`config.mk`:
```
export PLATFORM = sky130hd
export DESIGN_NAME = fifo_wr_packer
export DESIGN_NICKNAME = d
export VERILOG_FILES = /design/src/rtl/fifo_pkg.sv /design/src/rtl/sat_counter.sv /design/src/rtl/fifo_wr_packer.sv
export SDC_FILE = /design/constraint.sdc
export NUM_CORES = 1
export LEC_CHECK = 0
export ABC_AREA = 1
export CELL_PAD_IN_SITES_DETAIL_PLACEMENT = 0
export CELL_PAD_IN_SITES_GLOBAL_PLACEMENT = 1
export CORE_UTILIZATION = 38
export DETAILED_ROUTE_END_ITERATION = 8
export GPL_ROUTABILITY_DRIVEN = 0
export PLACE_DENSITY = 0.92
export SLEW_MARGIN = 10
export SYNTH_ARGS = -nofsm -noshare
export SYNTH_HDL_FRONTEND = slang
export SYNTH_SLANG_ARGS = --single-unit
export TNS_END_PERCENT = 5
```
`constraint.sdc`:
```
create_clock -name wr_clk -period 3.47 [get_ports wr_clk]
set_input_delay 0.694 -clock wr_clk [delete_from_list [all_inputs] [get_ports wr_clk]]
set_output_delay 0.694 -clock wr_clk [all_outputs]
set_load 0.05 [all_outputs]
```
`src/rtl/fifo_pkg.sv`:
```
// Shared constants and types for the async FIFO and its write-side front end.
package fifo_pkg;
  localparam int DATA_WIDTH = 8;
  localparam int FIFO_SIZE  = 16;
  localparam int CNT_WIDTH  = 16;
  localparam int PAD_VALUE  = 0;

  // Packer lane-counter state as seen by checkers: EMPTY means no partial word.
  typedef enum logic {
    PK_EMPTY   = 1'b0,
    PK_PARTIAL = 1'b1
  } pack_state_e;
endpackage

```
`src/rtl/sat_counter.sv`:
```
// Saturating up-counter: sticks at all-ones instead of wrapping.
module sat_counter #(
  parameter int WIDTH = fifo_pkg::CNT_WIDTH
) (
  input  logic             wr_clk,
  input  logic             rst,
  input  logic             inc,
  output logic [WIDTH-1:0] count
);
  always_ff @(posedge wr_clk) begin
    if (rst)                    count <= '0;
    else if (inc && count != '1) count <= count + 1'b1;
  end
endmodule

```
`src/rtl/fifo_wr_packer.sv`:
```
// Packs RATIO narrow beats (LSB lane first) into one FIFO word and drives the
// FIFO write port from a 1-entry output register, with debug counters.
module fifo_wr_packer
  import fifo_pkg::*;
#(
  parameter int                  IN_WIDTH   = 4,
  parameter int                  DATA_WIDTH = fifo_pkg::DATA_WIDTH,
  parameter int                  RATIO      = DATA_WIDTH / IN_WIDTH,
  parameter logic [IN_WIDTH-1:0] PAD_VALUE  = IN_WIDTH'(fifo_pkg::PAD_VALUE),
  parameter int                  CNT_WIDTH  = fifo_pkg::CNT_WIDTH
) (
  input  logic                  wr_clk,
  input  logic                  rst,
  input  logic                  in_valid,
  output logic                  in_ready,
  input  logic [IN_WIDTH-1:0]   in_data,
  input  logic                  in_last,
  output logic                  fifo_wr_en,
  output logic [DATA_WIDTH-1:0] fifo_wdata,
  input  logic                  fifo_full,
  input  logic                  fifo_overflow,
  output logic                  err_overflow,
  output logic [CNT_WIDTH-1:0]  words_written,
  output logic [CNT_WIDTH-1:0]  stall_cycles,
  output logic                  busy
);
  localparam int LW = (RATIO > 1) ? $clog2(RATIO) : 1;

  if (DATA_WIDTH % IN_WIDTH != 0 || RATIO < 2 || RATIO * IN_WIDTH != DATA_WIDTH) begin : g_chk
    $fatal(1, "fifo_wr_packer: DATA_WIDTH must be a multiple (>=2) of IN_WIDTH");
  end

  typedef logic [RATIO-1:0][IN_WIDTH-1:0] lanes_t;

  logic [LW-1:0]         lane_cnt;
  lanes_t                pack_reg, word;
  logic [DATA_WIDTH-1:0] out_reg;
  logic                  out_valid, accept, complete;
  pack_state_e           state;

  assign in_ready   = !rst && (!out_valid || !fifo_full);
  assign accept     = in_valid && in_ready;
  assign complete   = accept && (lane_cnt == LW'(RATIO - 1) || in_last);
  assign fifo_wr_en = !rst && out_valid && !fifo_full;
  assign fifo_wdata = out_reg;
  assign state      = (lane_cnt == '0) ? PK_EMPTY : PK_PARTIAL;
  assign busy       = out_valid || (state == PK_PARTIAL);

  // Current beat drops into its lane; lanes above it pad out an early in_last.
  always_comb begin
    word = pack_reg;
    for (int i = 0; i < RATIO; i++) begin
      if (i == int'(lane_cnt))     word[i] = in_data;
      else if (i > int'(lane_cnt)) word[i] = PAD_VALUE;
    end
  end

  always_ff @(posedge wr_clk) begin
    if (rst) begin
      lane_cnt     <= '0;
      pack_reg     <= '0;
      out_reg      <= '0;
      out_valid    <= 1'b0;
      err_overflow <= 1'b0;
    end else begin
      if (fifo_wr_en) out_valid <= 1'b0;
      // A completing beat reloads the output register even on a write edge.
      if (complete) begin
        out_reg   <= word;
        out_valid <= 1'b1;
        lane_cnt  <= '0;
        pack_reg  <= '0;
      end else if (accept) begin
        pack_reg[lane_cnt] <= in_data;
        lane_cnt           <= lane_cnt + 1'b1;
      end
      if (fifo_overflow) err_overflow <= 1'b1;
    end
  end

  sat_counter #(.WIDTH(CNT_WIDTH)) u_words_cnt (
    .wr_clk (wr_clk),
    .rst    (rst),
    .inc    (fifo_wr_en),
    .count  (words_written)
  );

  sat_counter #(.WIDTH(CNT_WIDTH)) u_stall_cnt (
    .wr_clk (wr_clk),
    .rst    (rst),
    .inc    (out_valid && fifo_full),
    .count  (stall_cycles)
  );
endmodule

```
==> results.md <==
- The count of synthesis-stage warnings from yosys is 0.
- In this run the remaining antenna-violating nets after routing total 0.
- The tightest min-delay check is of the flop to flop type.
- For the pin with the worst max-slew slack, the measured transition is 0.5081 ns.
- The number of cells traversed by the worst hold path is 2.
- Setup violations remaining at the end of the flow were counted as 0.
- The path depth of the worst reg2reg path is 6.
- The post-detailed-route wirelength per cell is 11.53 um.
- Along the worst path, the maximum fanout reaches 8.
- For the worst setup path, the data required time is 2.78 ns.
- The total vias in the final route is 2450.
- The number of antenna violations at the first check in global routing is 0.
- The routed design has 5790 um of wire.
- The floorplan die width is 82.07 um.
- The number of search-and-repair iterations in the first detailed-routing pass is 4.
- In the synthesized netlist, the number of instances is 371.
- The number of pins with negative max-slew slack in the final report is 0.
- The worst path meets setup with 0.4372 ns of slack.
- The relative slew slack is 66.02%.
- A synthesized cell averages 6.566 um^2.
- The worst setup path is launched from a primary input.
- The standard cell core area is 6061 um^2.
- In this run the number of H-tree levels came out at 2.
- The signal arrival time at the worst endpoint is 2.34 ns.
- The via count of the first global-routing pass is 2147.
- The total number of clock tree sinks is 47.
- Between clock sinks in the finished design, the worst skew comes to 0.01063 ns.
- The synthesized flop and latch total is 47.
- Dividing total power by cell area gives a power density of 333.2 nW/um^2.
- Across the run, the number of max-cap violations was 0.
- The detailed-route DRC error count is 0.
- The clock period could shrink to 3.033 ns.
- The post-route netlist has 8.665% of its cells at a drive strength greater than 1.
- The total inserted antenna cells is 0.
- The leakage power is 1.167 nW.
- The number of CTS-inserted buffers is 5.
- The final hold violation count is 0.
- The global-route total usage across every layer is 18.93%.
- The worst min-delay path endpoint is fifo_wdata[7]$_SDFFE_PP0P_.
- Post-CTS repair changed the size of 0 cells.
- The detailed router finished its first iteration with 74 violations.
- Buffers added to address setup during post-CTS repair amount to 0.
- Detailed placement ended at an HPWL of 4281 um.
- IR analysis of the VDD net gives a maximum drop of 0.0002360 V.
- The number of filler instances in the final layout is 624.
- The utilization after layout is 51.67%.
- Entering global routing, the biggest net connects 41 pins.
- The post-route setup TNS is 0 ns.
- Counting along the longest clock path gives a buffer depth of 2.
- The count of nets after finishing is 438.
- The first global-routing pass estimated 9791 um of wire.
- The endpoint identified for the worst register-to-register timing path is u_words_cnt.count[14]$_SDFFE_PP0P_.
- In this run the tool buffered the top-level ports with 53 buffer cells.
- The setup slack at placement is 0.4373 ns.
- The number of distinct library cells after synthesis is 28.
- The flow ran to the end, and the final reports show no timing, DRC or antenna violations.
- The number of nets in the synthesized netlist is 383.
- The critical path is of the primary input to output pin type.
- The worst reg2reg path startpoint is u_words_cnt.count[0]$_SDFFE_PP0P_.
- Relative to the synthesized area, the layout overhead comes to 28.56%.
- Measured along the y axis, the die boundary spans 82.07 um.
- The fraction of the cycle the final worst path needs is 87.40%.
- Clock-pin slew was measured on the worst setup and hold paths at 0.11 ns.
- The area of the die is 6735 um^2.
- The cell area after synthesis is 2436 um^2.
- The startpoint identified for the worst hold timing path is fifo_wdata[7]$_SDFFE_PP0P_.
- Once the floorplan was initialized, standard cells occupied 40.19% of the core.
- The routed via count divided by cell count is 4.880.
- The later pin in the worst-skew pair is clocked with a latency of 0.32 ns.
- The post-cts hold buffer count is 0.
- Setup repair after global routing left no endpoint under its margin.
- The sequential fraction of the synthesis area is 38.62%.
- The endpoint kind of the worst setup timing path is an output pin.
- The residual overflow from global routing is 0.
- In this run the cell area measured after placement is 3035 um^2.
- Setup slack on the worst reg-to-reg path comes out at 1.81 ns.
- The root buffer selected by CTS is clkbuf_8.
- The floorplan row count is 28.
- 54 I/O pins were placed.
- Derived from the worst setup path, the maximum achievable clock frequency is 329.7 MHz.
- The finished cells cover 3132 um^2.
- The CTS tree is built.
cells by family (layout without fill, tap and decap cells):
group | Yosys count | in the layout | share of synthesized area (%)
flops | 47 | 47 | 38.62
compound gates | 40 | 40 | 9.143
fa+ha+maj | 2 | 2 | 1.027
buf+inv | 37 | 93 | 6.266
simple gates | 245 | 245 | 44.94
cell type report:
class                           count  area, um^2  area share (%)
Clock buffer                        5       68.82           2.197
Clock inverter                      3       27.53          0.8789
Inverter                           30       115.1           3.676
Multi-Input combinational cell    287        1343           42.87
Sequential cell                    47       940.9           30.04
Tap cell                           75       93.84           2.996
Timing Repair Buffer               55       543.0           17.34
cell usage in the layout, fill, tap and decap left out, drive strengths merged:
cell type,n
buf,3
inv,32
dfxtp,47
o21ai,13
nand3,43
nor3b,1
nor3,2
o21a,4
a21oi,22
ha,2
a31oi,1
nand2,98
nor2,91
or2,5
clkinvlp,1
clkbuf,5
nand4,5
clkdlybuf4s50,52
worst max-delay path, cell delays in order:
cell	delay (ns)
clkdlybuf4s50_1	0.46
nand2_4	0.14
inv_2	0.07
nor2_4	0.14
clkdlybuf4s50_1	0.83
synthesized netlist by cell type (all sizes together):
master	number	area, um^2
nand2	98	394.1
nor2	91	381.6
dfxtp	47	940.9
nand3	43	220.2
inv	30	115.1
a21oi	22	110.1
o21ai	13	76.33
nand4	5	50.05
or2	5	31.28
buf	4	26.27
o21a	4	30.03
clkbuf	3	11.26
ha	2	25.02
nor3	2	10.01
a31oi	1	6.260
nor3b	1	7.510
power breakdown:
part           internal, W  switching (W)
Sequential        0.000550     0.00000926
Combinational    0.0000439      0.0000739
Clock             0.000150       0.000217
worst max-delay path by stage:
stage | from | to
finish | fifo_full | in_ready
global route | fifo_full | in_ready
CTS | fifo_full | in_ready
detailed placement | fifo_full | in_ready
global placement | fifo_full | in_ready
floorplan | fifo_full | fifo_wr_en
stage by stage:
stage / total power, W / instances / hold WS (ns)
floorplan: 0.0006483 / 371 / 0.5138
global placement: 0.0006883 / 494 / 0.4556
detailed placement: 0.0006899 / 494 / 0.4620
CTS: 0.001056 / 502 / 0.4772
global route: 0.001087 / 502 / 0.5016
finish: 0.001044 / 502 / 0.4766
per-layer routing:
layer	vias up	global-route usage (%)	routed length (um)
met5	-	0	0
met4	0	4.737	59
met3	5	4.556	232
met2	47	30.74	2587
met1	1095	25.05	2912
li1	1303	-	-
Note: power is estimated with default switching activity, not from simulation.
